`src/rtl/event_pkg.sv`:
```
// Shared event encoding for the game event queue: codes, pulse-vector
// bit positions and the fixed service priority.
package event_pkg;

  typedef enum logic [2:0] {
    EV_NONE   = 3'd0,
    EV_BAD    = 3'd1,
    EV_GOOD   = 3'd2,
    EV_BUTTON = 3'd3,
    EV_DIR0   = 3'd4,
    EV_DIR1   = 3'd5,
    EV_DIR2   = 3'd6,
    EV_DIR3   = 3'd7
  } event_t;

  localparam int NUM_EVENTS = 7;

  localparam int IDX_BAD    = 0;
  localparam int IDX_GOOD   = 1;
  localparam int IDX_BUTTON = 2;
  localparam int IDX_DIR0   = 3;

  // Slot i of this vector is the code granted for pulse-vector bit i;
  // bit 0 has the highest priority.
  localparam logic [3*NUM_EVENTS-1:0] PRIO_ORDER = {
    EV_DIR3, EV_DIR2, EV_DIR1, EV_DIR0, EV_BUTTON, EV_GOOD, EV_BAD
  };

  function automatic logic [NUM_EVENTS-1:0] lowest_set(input logic [NUM_EVENTS-1:0] req);
    return req & (~req + 7'd1);
  endfunction

endpackage

```
`src/rtl/event_fifo.sv`:
```
// Synchronous DEPTH-entry FIFO of event codes; head reads NONE when empty,
// pops on empty and pushes on full-without-pop are ignored.
module event_fifo
  import event_pkg::*;
#(
  parameter int DEPTH = 4
) (
  input  logic                     clk,
  input  logic                     nRst,
  input  logic                     push,
  input  event_t                   push_data,
  input  logic                     pop,
  output event_t                   head,
  output logic                     full,
  output logic                     empty,
  output logic [$clog2(DEPTH):0]   count
);

  localparam int PW = $clog2(DEPTH);
  localparam int CW = PW + 1;

  event_t          mem_r [DEPTH];
  logic [PW-1:0]   wr_ptr_r;
  logic [PW-1:0]   rd_ptr_r;
  logic [CW-1:0]   count_r;
  logic            do_push_s;
  logic            do_pop_s;

  assign empty     = (count_r == {CW{1'b0}});
  assign full      = (count_r == CW'(DEPTH));
  assign do_pop_s  = pop && !empty;
  assign do_push_s = push && (!full || do_pop_s);
  assign count     = count_r;

  // head of queue, forced to NONE while empty
  always_comb begin
    head = EV_NONE;
    if (empty) begin
      head = EV_NONE;
    end else begin
      head = mem_r[rd_ptr_r];
    end
  end

  // storage, pointers and occupancy
  always_ff @(posedge clk or negedge nRst) begin
    if (!nRst) begin
      for (int i = 0; i < DEPTH; i++) begin
        mem_r[i] <= EV_NONE;
      end
      wr_ptr_r <= {PW{1'b0}};
      rd_ptr_r <= {PW{1'b0}};
      count_r  <= {CW{1'b0}};
    end else begin
      if (do_push_s) begin
        mem_r[wr_ptr_r] <= push_data;
        wr_ptr_r        <= wr_ptr_r + 1'b1;
      end
      if (do_pop_s) begin
        rd_ptr_r <= rd_ptr_r + 1'b1;
      end
      case ({do_push_s, do_pop_s})
        2'b10:   count_r <= count_r + 1'b1;
        2'b01:   count_r <= count_r - 1'b1;
        default: count_r <= count_r;
      endcase
    end
  end

endmodule

```
`src/rtl/event_queue.sv`:
```
// Serialises one-cycle game event pulses into a priority-ordered FIFO of
// event codes, tracks lost (coalesced) events and the latest direction.
module event_queue
  import event_pkg::*;
#(
  parameter int DEPTH = 4
) (
  input  logic                     clk,
  input  logic                     nRst,
  input  logic                     goodColl,
  input  logic                     badColl,
  input  logic                     button,
  input  logic [3:0]               direction,
  input  logic                     event_ready,
  input  logic                     clear_ovf,
  output logic                     event_valid,
  output logic [2:0]               event_code,
  output logic [$clog2(DEPTH):0]   count,
  output logic                     overflow,
  output logic [3:0]               last_dir
);

  logic [NUM_EVENTS-1:0] pulses_s;
  logic [NUM_EVENTS-1:0] pending_r;
  logic [NUM_EVENTS-1:0] grant_s;
  logic [NUM_EVENTS-1:0] coalesce_s;
  logic [2:0]            code_bits_s;
  event_t                grant_code_s;
  event_t                head_s;
  logic                  push_ok_s;
  logic                  push_s;
  logic                  pop_s;
  logic                  full_s;
  logic                  empty_s;
  logic                  overflow_r;
  logic [3:0]            last_dir_r;

  // gather the individual pulse inputs into one vector
  always_comb begin
    pulses_s                 = '0;
    pulses_s[IDX_BAD]        = badColl;
    pulses_s[IDX_GOOD]       = goodColl;
    pulses_s[IDX_BUTTON]     = button;
    pulses_s[IDX_DIR0 +: 4]  = direction;
  end

  assign pop_s     = !empty_s && event_ready;
  assign push_ok_s = !full_s || pop_s;

  // grant the highest-priority registered pending event when the FIFO can take it
  always_comb begin
    grant_s     = '0;
    code_bits_s = 3'd0;
    if (push_ok_s) begin
      grant_s = lowest_set(pending_r);
    end else begin
      grant_s = '0;
    end
    for (int i = 0; i < NUM_EVENTS; i++) begin
      code_bits_s = code_bits_s | (PRIO_ORDER[3*i +: 3] & {3{grant_s[i]}});
    end
  end

  assign grant_code_s = event_t'(code_bits_s);
  assign push_s       = |grant_s;
  // a pulse that lands on a still-waiting event merges into it and is lost
  assign coalesce_s   = pulses_s & pending_r & ~grant_s;

  event_fifo #(
    .DEPTH (DEPTH)
  ) u_fifo (
    .clk       (clk),
    .nRst      (nRst),
    .push      (push_s),
    .push_data (grant_code_s),
    .pop       (pop_s),
    .head      (head_s),
    .full      (full_s),
    .empty     (empty_s),
    .count     (count)
  );

  assign event_valid = !empty_s;
  assign event_code  = head_s;
  assign overflow    = overflow_r;
  assign last_dir    = last_dir_r;

  // pending events, sticky overflow and latest direction
  always_ff @(posedge clk or negedge nRst) begin
    if (!nRst) begin
      pending_r  <= '0;
      overflow_r <= 1'b0;
      last_dir_r <= 4'b0000;
    end else begin
      pending_r <= (pending_r & ~grant_s) | pulses_s;
      if (|coalesce_s) begin
        overflow_r <= 1'b1;
      end else if (clear_ovf) begin
        overflow_r <= 1'b0;
      end else begin
        overflow_r <= overflow_r;
      end
      if (|direction) begin
        last_dir_r <= direction & (~direction + 4'd1);
      end else begin
        last_dir_r <= last_dir_r;
      end
    end
  end

endmodule

```
`config.mk`:
```
export PLATFORM = sky130hd
export DESIGN_NAME = event_queue
export DESIGN_NICKNAME = d
export VERILOG_FILES = /design/src/rtl/event_pkg.sv /design/src/rtl/event_fifo.sv /design/src/rtl/event_queue.sv
export SDC_FILE = /design/constraint.sdc
export NUM_CORES = 1
export LEC_CHECK = 0
export CORE_MARGIN = 10
export CORE_UTILIZATION = 48
export DETAILED_ROUTE_END_ITERATION = 12
export PLACE_DENSITY = 0.74
export SLEW_MARGIN = 15
export SYNTH_ARGS = -nofsm -noshare
export SYNTH_HDL_FRONTEND = slang
export SYNTH_SLANG_ARGS = --single-unit
```
`constraint.sdc`:
```
create_clock -name clk -period 2.43 [get_ports clk]
set_input_delay 0.486 -clock clk [delete_from_list [all_inputs] [get_ports clk]]
set_output_delay 0.486 -clock clk [all_outputs]
set_load 0.02 [all_outputs]
```
==> metrics.md, run 1 <==
| Metric | Value |
|---|---|
| Status | complete, no violations |
| Maximum Capacitance Violations | 0 |
| DP Wirelength | 2.45 mm |
| PnR Total Power | roughly 0.0019 W |
| CTS max path bufs | 2 |
| Post-Syn Area per Cell | 11.3 sq um |
| Nets | 190 |
| Pins over their slew limit | 0 |
| Crit path depth | 2 |
| WL final | roughly 3.1 mm |
| # IOs | 23 |
| Final Instance Count excl. Fillers | 219 |
| Worst EP arrival | 1.82 ns |
| Vias post-DR | 1176 |
| Slowest stage cell on the critical path | clkdlybuf4s50_1 |
| First-pass DRT Iterations | 4 |
| # hold bufs at CTS | 0 |
| Area share of the largest cell type after synthesis | about 48% |
| R2R Path Start | pending_r[1] |
| CTS clk-pin slew, worst paths | 0.09 ns |
| GP Congestion | 0.796 |
| Fin. Hold Viols | 0 |
| CP Data Required Time | 1.94 ns |
| M1 WL | 1.28 mm |
| RR Endpoint | u_fifo.count[2] |
| Top layer in use | met4 |
| Setup Skew | roughly 0.013 ns |
| Sink Count | 31 |
| Clk Latency, worst-skew pair | around 0.33 ns |
| Vias in the first global route | 1235 |
| Area contributors post-synth | dfrtp_1 48%, mux2_2 4.9%, mux4_2 4.2% |
| Critical path capture point | event_valid |
| Distinct cells, synth | 41 |
| H-tree depth | 2 |
| Post-synth top area cell | dfrtp_1 |
| Placed cell count | 212 |
| Largest net degree at the start of global routing | 32 |
| Cells along the critical path | or3_1 -> clkdlybuf4s50_1 |
| Maximum VDD drop | 0.388 mV |
| Max Freq | around 430 MHz |
| WL met3 | 251 um |
| DR WL met2 | 1.56 mm |
| Fillcell total | 292 |
| Synthesized instance count | 143 |
| CTS buffer count | 5 |
| Max-Slew Margin vs Limit | 71.6% |
| Post-Synthesis Cell Area | between 1500 and 2000 sq um |
| Critical path endpoint category | primary output |
| Final worst-path cycle share | 94.9% |
| Synth warnings | 0 |
| Area of placed instances | 1900 sq um |
| WL/cell | 14.3 um |
| Post-route ant nets | 0 |
| Bufs and invs on worst path | 1 |
| CP Class | reg2out |
| Commonest cells after routing, fill and taps aside | 30 x dfrtp_1, 19 x clkdlybuf4s50_1, 12 x inv_1, 12 x nand2_1, 9 x a21oi_1 |
| Layout area overhead | 20.9% |
| Critical path launch point type | flop |
| Port Buffers | 22 |
| Worst reg2reg path depth | 9 |
| GRT Util Overall | 11.5% |
| Die X | 78.0 um |
| Root buf cell | clkbuf_4 |
| Delay-heaviest family, CP | buffers and inverters |
| Max incr delay on CP | 0.57 ns |
| Postcts setup bufs | 0 |
| TNS Setup | 0 ns |
| Antenna violations before repair | 0 |
| Initial Util | between 40% and 50% |
| Final worst path period need | between 2 and 2.5 ns |
| Share of cells above drive strength 1 | between 10% and 20% |
| Cts repair resizes | 4 |
| Worst slew pin tran | 0.423 ns |
| Leakage power total | 0.869 nW |
| Crit path from | u_fifo.count[0] |
| Sequential Area | ~800 sq um |
| Row cnt | 21 |
| Core area | between 3000 and 4000 sq um |
| DRC Markers | 0 |
| HP Class | reg2reg |
| Worst-path maximum fanout | 6 |
| N_diodes | 0 |
| Commonest non-fill, non-tap cell in the layout | dfrtp_1 |
| Core Util, Final | 59.5% |
| Syn_nets | 160 |
| First-pass GRT wire length | 5.66 mm |
| Setup violations, final | 0 |
| Die H | 78.0 um |
| CTS tree | done |
| PD cells | 985 nW/um^2 |
| DRC violation total after the first TritonRoute iteration | 69 |
| Post-synthesis sequential area ratio | between 40% and 50% |
| Fin area | 1950 sq um |
| R2r setup slk | 0.19 ns |
| Unrepaired setup endpoints after global routing | false |
| Area occupied by multi-input gates | 764 sq um |
| Avg Vias per Cell | 5.37 |
| Die area | 6090 sq um |
| Total grt overflow | 0 |
| Seq cells post-synth | 31 |
## area by class of cell
| class | instances | area share (%) |
|---|---|---|
| sequential | 31 | 39.8 |
| clock inverter | 1 | 0.256 |
| multi-input combinational | 96 | 39.1 |
| clock buffer | 6 | 2.62 |
| tap | 46 | 2.94 |
| inverter | 12 | 2.30 |
| timing repair buffer | 27 | 13.0 |
## cells by family (layout without fill, tap and decap cells)
logic type      count (synthesis)  after routing  share of synthesized area (%)
compound gates                 30             30                           13.4
buf+inv                        16             46                           4.72
fa+ha+maj                       6              6                           5.11
xor+xnor                        6              6                           3.25
simple gates                   42             42                           15.2
flops                          31             31                           48.0
mux                            12             12                           10.4
## synth_stat cells (all sizes together)
cell / instances
fa: 1
a41oi: 4
mux2i: 1
nand2: 12
nor4: 2
and2: 5
nand3: 4
a31o: 1
nor2: 8
dfrtp: 31
xor2: 3
mux4: 3
nand4: 1
o31ai: 1
or3: 1
a222oi: 1
clkbuf: 2
ha: 5
and3: 1
or4: 1
buf: 2
a31oi: 1
o21bai: 1
a22o: 1
or4b: 1
nor4b: 1
nand2b: 4
inv: 12
a21oi: 10
o22ai: 1
a2111oi: 1
nor3: 1
o21ai: 6
xnor2: 3
a21o: 2
mux2: 8
## worst min path at each step
stage,slack (ns),cells after the start,end,from
after floorplan,0.19,0,last_dir[0],nRst
after global placement,0.48,1,u_fifo.mem_r[4],u_fifo.mem_r[4]
after detailed placement,0.49,1,u_fifo.mem_r[4],u_fifo.mem_r[4]
after CTS,0.52,1,u_fifo.mem_r[4],u_fifo.mem_r[4]
after global routing,0.53,1,u_fifo.mem_r[5],u_fifo.mem_r[5]
final,0.51,1,u_fifo.mem_r[5],u_fifo.mem_r[5]
## state kept, by name (all words and copies together), names as in the netlist
register         cells
last_dir             4
u_fifo.wr_ptr_r      2
overflow             1
u_fifo.mem_r        12
u_fifo.rd_ptr_r      2
pending_r            7
u_fifo.count         3
## stage by stage
| stage | setup slack (ns) | hold slack, ns |
|---|---|---|
| finish | 0.124 | 0.512 |
| detailed placement | -0.0629 | 0.494 |
| CTS | 0.0932 | 0.517 |
| floorplan | 0.146 | 0.190 |
| global route | 0.0172 | 0.533 |
| global placement | 0.0179 | 0.483 |
## report_power, final
| part | switching, W | internal (W) |
|---|---|---|
| sequential | 0.000144 | 0.000663 |
| combinational | 0.000388 | 0.000428 |
| clock | 0.000168 | 0.000134 |
## layer usage
| layer | up-vias | track usage, % |
|---|---|---|
| met5 | - | 0 |
| met4 | 0 | 4.84 |
| met3 | 4 | 5.24 |
| met2 | 38 | 18.7 |
| met1 | 562 | 12.7 |
| li1 | 572 | - |
Note: power is estimated with default switching activity, not from simulation.
==> run 2, diff against run 1 <==
--- a/config.mk
+++ b/config.mk
@@ -13,3 +13,4 @@
 export SYNTH_ARGS = -nofsm -noshare
 export SYNTH_HDL_FRONTEND = slang
 export SYNTH_SLANG_ARGS = --single-unit
+export TNS_END_PERCENT = 100
==> results of run 2 <==
Final layout, timing and power as in run 1 (identical DEF).
